### src/rtl/mem_sdp_clr.sv
// Simple-dual-port synchronous RAM with a built-in clear sweep that fills
// every word with CLR_VAL after reset and on request, plus 1- or 2-stage reads.
module mem_sdp_clr #(
    parameter int              DW      = 8,
    parameter int              AW      = 9,
    parameter int              RDLAT   = 1,
    parameter int              BYPASS  = 1,
    parameter logic [DW-1:0]   CLR_VAL = '0
) (
    input  logic          clk,
    input  logic          rst,
    input  logic [AW-1:0] rdaddr,
    input  logic          re,
    output logic [DW-1:0] dataout,
    output logic          rvalid,
    input  logic [AW-1:0] wraddr,
    input  logic [DW-1:0] datain,
    input  logic          we,
    input  logic          clr,
    output logic          busy
);

    typedef enum logic {
        CLEAR = 1'b0,
        IDLE  = 1'b1
    } state_t;

    localparam logic [AW-1:0] LAST_ADDR = '1;

    state_t        state;
    state_t        state_nxt;
    logic [AW-1:0] cnt;
    logic [AW-1:0] cnt_nxt;

    logic [DW-1:0] mem [2**AW];

    logic          mem_we;
    logic [AW-1:0] mem_wa;
    logic [DW-1:0] mem_wd;
    logic          rd_en;
    logic          hit;

    logic [DW-1:0] data_p1;
    logic          vld_p1;

    // Same-address read-during-write: pick fresh write data or stored word.
    function automatic logic [DW-1:0] rd_sel(input logic [DW-1:0] stored,
                                             input logic [DW-1:0] fresh,
                                             input logic          same);
        return (BYPASS != 0 && same) ? fresh : stored;
    endfunction

    always_ff @(posedge clk) begin
        if (rst) begin
            state <= CLEAR;
            cnt   <= '0;
        end else begin
            state <= state_nxt;
            cnt   <= cnt_nxt;
        end
    end

    always_comb begin
        state_nxt = state;
        cnt_nxt   = cnt;
        case (state)
            CLEAR: begin
                cnt_nxt = cnt + 1'b1;
                if (cnt == LAST_ADDR) state_nxt = IDLE;
            end
            IDLE: begin
                if (clr) begin
                    state_nxt = CLEAR;
                    cnt_nxt   = '0;
                end
            end
            default: state_nxt = CLEAR;
        endcase
    end

    assign busy = (state == CLEAR);

    // The sweep owns the write port while busy; nothing is written on a reset edge.
    assign mem_we = !rst && (busy || we);
    assign mem_wa = busy ? cnt : wraddr;
    assign mem_wd = busy ? CLR_VAL : datain;

    always_ff @(posedge clk) begin
        if (mem_we) mem[mem_wa] <= mem_wd;
    end

    assign rd_en = re && !busy;
    assign hit   = we && (wraddr == rdaddr);

    // Stage 1: array read
    always_ff @(posedge clk) begin
        if (rst) begin
            data_p1 <= '0;
            vld_p1  <= 1'b0;
        end else begin
            vld_p1 <= rd_en;
            if (rd_en) data_p1 <= rd_sel(mem[rdaddr], datain, hit);
        end
    end

    generate
        if (RDLAT == 1) begin : g_lat1
            assign dataout = data_p1;
            assign rvalid  = vld_p1;
        end else if (RDLAT == 2) begin : g_lat2
            logic [DW-1:0] data_p2;
            logic          vld_p2;

            // Stage 2: output register, holds unless a valid word arrives
            always_ff @(posedge clk) begin
                if (rst) begin
                    data_p2 <= '0;
                    vld_p2  <= 1'b0;
                end else begin
                    vld_p2 <= vld_p1;
                    if (vld_p1) data_p2 <= data_p1;
                end
            end

            assign dataout = data_p2;
            assign rvalid  = vld_p2;
        end else begin : g_bad_lat
            $error("mem_sdp_clr: RDLAT must be 1 or 2");
        end
    endgenerate

endmodule

### config.mk
export PLATFORM = sky130hd
export DESIGN_NAME = mem_sdp_clr
export DESIGN_NICKNAME = d
export VERILOG_FILES = /design/src/rtl/mem_sdp_clr.sv
export SDC_FILE = /design/constraint.sdc
export NUM_CORES = 2
export LEC_CHECK = 0
export ABC_CLOCK_PERIOD_IN_PS = 16200
export CAP_MARGIN = 20
export CORE_AREA = 2 2 521 523
export CTS_BUF_LIST = sky130_fd_sc_hd__clkbuf_8 sky130_fd_sc_hd__clkbuf_16
export CTS_CLUSTER_DIAMETER = 200
export DETAILED_ROUTE_END_ITERATION = 7
export DIE_AREA = 0 0 523 525
export GPL_ROUTABILITY_DRIVEN = 0
export MAX_ROUTING_LAYER = met4
export PLACE_DENSITY_LB_ADDON = 0.12
export SLEW_MARGIN = 10
export SYNTH_ARGS = -nofsm -noshare
export SYNTH_HDL_FRONTEND = slang
export SYNTH_SLANG_ARGS = --single-unit
### constraint.sdc
create_clock -name clk -period 16.2 [get_ports clk]
set_input_delay 2.43 -clock clk [delete_from_list [all_inputs] [get_ports clk]]
set_output_delay 2.43 -clock clk [all_outputs]
set_load 0.01 [all_outputs]
Word level (Yosys, flattened, before mapping)
Memories as Yosys holds them, arrays and structs flattened. A register that Yosys moved wholly into a read port is not among the register bits.
Index checks and enable logic that the tools add are counted.
{"block": "totals", "reg_bits": 11, "latchBits": 0, "ram_bits": 4096, "rom_bits": 0, "in_bits": 31, "output_inout_bits": 10, "word_cells": 21, "n_memories": 1}
{"memory": "mem", "words": 512, "word_bits": 8, "read_ports": 1, "rd_ports_with_merged_regs": 1, "write_ports": 1, "line": "35", "source": "logic [DW-1:0] mem [2**AW];"}
{"block": "classes", "n_addsub": 1, "mul": 0, "n_div": 0, "magnitude_cmp": 0, "eq_ne": 2, "shift": 0, "mux": 9, "n_bitwise": 1, "n_reduce_logical": 4}
{"cell": "2-to-1 mux 9 bit", "count": 2}
{"cell": "one-hot mux 9 bit (2 select lines)", "count": 1}
{"cell": "adder 9 x 1 -> 9 bit, second input constant", "count": 1}
{"cell": "equality test 9 bit, second input constant", "count": 1}
{"cell": "2-to-1 mux 8 bit", "count": 1}
{"cell": "2-to-1 mux 1 bit", "count": 4}
{"cell": "logical AND 1 bit", "count": 2}
{"cell": "!= test 2 bit, second input constant", "count": 1}
{"cell": "one-hot mux 1 bit (2 select lines)", "count": 1}
{"cell": "zero test 1 bit", "count": 1}
{"cell": "logical OR 1 bit", "count": 1}
{"cell": "inverter 1 bit", "count": 1}

Depth between registers and ports, before layout
{"block": "logic_depth", "word_depth": 5, "mapped_depth": 14}

Worst setup path after synthesis
Ideal clock, no wire load.
{"block": "synth_timing", "path_kind": "input port to flip-flop", "startpoint": "input port datain[0]", "endpoint": "memory mem[0][0], data pin", "setup_ns": 1.533, "t_arrival_ns": 8.797, "required_time_ns": 14.667, "path_slack_ns": 5.870, "cell_stages": 1, "n_path_buf": 0, "path_cell_list": "and2_1"}
{"block": "synth_via", "elab_chain_cells": 1}
{"element": "start: declaration", "line": "17", "source": "input logic [DW-1:0] datain,"}
{"element": "2-to-1 mux 8 bit", "line": "86", "source": "assign mem_wd = busy ? CLR_VAL : datain;"}
{"element": "end: declaration", "line": "35"}
No other way between the ends.

==> impl_metrics.csv <==
group,metric,value,unit
run_status,outcome,"complete, no violations",
cells_and_area,regArea,123400,um2
clock_tree,clkTransAtPathRegs,60,ps
route,ant_nets,0,
logic_synthesis,syn_area,160800,um2
clock_tree,clock_latency,970,ps
timing,fmax,0.1307,GHz
timing,fin_worst_skew,80.16,ps
grt,grtUsageMet1,45.73,%
clock_tree,numCtsBuffers,404,
cells_and_area,drive_above_1_share,18.72,%
critical_path,cp_top_family,"buffers and inverters",
grt,gr-usage-met2,46.35,%
floorplanning,num_io_pins,41,
timing,finalSetupViolCount,0,
critical_path,critPathMaxStageDelay,840,ps
route,num_vias,82197,
logic_synthesis,synth_seq_cells,4115,
flow_run,maxCapViolCount,0,
cells_and_area,utilization,65.81,%
critical_path,slowest_stage,"or4_1",
floorplanning,core-area,269300,um2
timing,tns,0,ps
timing,holdWs,532.8,ps
critical_path,cpMostUsedCell,"buf_4",
timing,grt_setup_unrepaired,"false",
grt,grt_pass1_wl,600800,um
timing,slew_headroom,6.491,%
logic_synthesis,synth_warnings,0,
floorplanning,die_h,525,um
logic_synthesis,synthArstFlopShare,0,%
critical_path,path_depth,13,
route,drt-wirelength-per-cell,35.50,um
timing,final_max_slew_viol_count,0,
placed_design,port_buffers,40,
hold_path,hold_depth,1,
route,drt-pass1-iter-count,5,
timing,finalHoldViolations,0,
floorplanning,die_x,523,um
cells_and_area,fin_nets,8076,
critical_path,worst_ep_arrival_time,8530,ps
grt,grt_busiest_layer,"met2",
cells_and_area,most-common-layout-cells,"4096 x edfxtp_1, 742 x mux4_2, 627 x mux2i_1",
route,post-route-drc-count,0,
logic_synthesis,synthFlopType,"edfxtp_1",
clock_tree,cts_root_buf,"clkbuf_16",
critical_path,path_cells,"buf_16, buf_4, buf_4, buf_4, buf_4, mux2i_1, o22ai_1, o32a_1, nor2_1, a211oi_1, nand4_1, or4_1, o21ai_1",
floorplanning,rows,191,
power,power_density,121.0,nW/um2
clock_tree,cts_resized,0,
power,peakVddDrop,103.8,uV
logic_synthesis,synth_seq_area_share,76.74,%
critical_path,path_max_fanout,46,
grt,track_usage,31.88,%
clock_tree,cts_tree,"built",
power,p_leak,60.76,nW
grt,grt_pass1_vias,80214,
clock_tree,cts_hold_buf,0,
timing,fin_crit_sh,47.23,%
cells_and_area,multi_input_area,34290,um2
clock_tree,cts_max_path_buffers,4,
placed_design,dpl.hpwl,250700,um
grt,overflow,0,
floorplanning,initial_core_util,59.69,%
clock_tree,htreeDepth,5,
cells_and_area,layout_commonest_cell,"edfxtp_1",
grt,grt_util_met3,6.574,%
logic_synthesis,syn_nets,7944,
critical_path,crit_buf_inv,5,
logic_synthesis,ys_types,72,
critical_path,worstPathRequired,17070,ps
hold_path,hold_path.class,"register to register",
logic_synthesis,synth_edf_count,4096,
floorplanning,die_area,274600,um2
logic_synthesis,netlist_instances,7911,
critical_path,ff2ff_path_depth,11,
critical_path,end_kind,"register",
route,drtIter0Drc,12257,
cells_and_area,final.fill_count,17533,
grt,antenna_found_initial,24,
clock_tree,clock_sinks,4115,
critical_path,path_class,"input pin to register",
route,vias_per_cell,6.869,
clock_tree,cts_setup_buffers,0,
route,wl,424800,um
timing,worst_slew_pin_slew,1403,ps
critical_path,start_kind,"input pin",
cells_and_area,area_growth_syn_to_layout,10.25,%
timing,min_period,7652,ps
logic_synthesis,syn_avg_cell_area,20.32,um2
grt,grt_max_degree,244,
==> worst paths after layout <==
kind	startpoint	end	slack (ps)
setup reg to reg	state	dataout[6]	11910
hold reg to reg	cnt[0]	cnt[0]	530
hold / removal	cnt[0]	cnt[0]	530
setup / recovery	rdaddr[0]	dataout[4]	8550
==> worst register-to-register path, cell delays in order (launching register included) <==
cell      delay (ps)
dfxtp_2          330
buf_4            560
mux2i_1          520
xnor2_1          190
nor4_1           100
a41oi_1          510
buf_4            310
nand2_1          240
nor4_2           790
buf_4            290
o221ai_1         180
o31ai_2          240
==> state kept, by name, indices dropped and copies added, names as in the netlist <==
register,count
cnt,9
dataout,8
mem,4096
rvalid,1
state,1
==> through the flow <==
stage	setup slack, ps	instance area [um2]	total power, W	instances
floorplan	5870	160800	0.01228	7911
global placement	6798	164100	0.01254	11181
detailed placement	7640	164200	0.01254	11195
CTS	8636	177000	0.02151	11939
global route	8304	177200	0.02195	11963
finish	8548	177300	0.02144	11966
==> metal layers <==
layer	up-vias	share of wire [%]
li1	33242	-
met1	43292	39
met2	4960	46
met3	703	11
met4	0	3.7
met5	-	0
==> synthesized netlist by cell type (16+ instances only) <==
library cell	n	area [um2]
a2111oi_0	34	297.8
a211oi_1	38	285.3
a21oi_1	190	950.9
a22o_1	16	140.1
a22oi_1	124	930.9
buf_1	61	229.0
buf_12	30	600.6
buf_2	88	440.4
buf_4	31	232.7
buf_6	46	518.0
buf_8	31	465.5
clkbuf_1	219	822.0
dfxtp_1	19	380.4
edfxtp_1	4096	123000
mux2i_1	627	6276
mux4_2	742	16710
nand2_1	157	589.3
nand3_1	26	130.1
nor2_1	605	2271
nor3_1	65	325.3
nor4_1	18	112.6
o21ai_0	80	400.4
o221ai_1	236	2067
o22ai_1	115	719.4
==> kinds of logic after synthesis <==
family          after synthesis  share of synthesized area (%)
xor+xnor                      8                        0.04358
fa+ha+maj                     2                        0.01556
mux                        1386                          14.49
buf+inv                     520                          2.090
simple gates                948                          2.458
compound gates              932                          4.157
flops                      4115                          76.74
==> where the power goes <==
group	internal, W	switching [W]	total (W)
Combinational	0.000285	0.000509	0.000794
Sequential	0.0115	0.00000183	0.0115
Clock	0.00515	0.00397	0.00912
==> final cells by class <==
cell class | instances | share of cell area (%)
Multi-Input combinational cell | 3276 | 19.35
Clock buffer | 411 | 5.802
Tap cell | 3570 | 2.520
Antenna cell | 15 | 0.02118
Clock inverter | 333 | 1.435
Timing Repair Buffer | 232 | 1.235
Sequential cell | 4115 | 69.61
Inverter | 14 | 0.03388
Note: power is estimated with default switching activity, not from simulation.
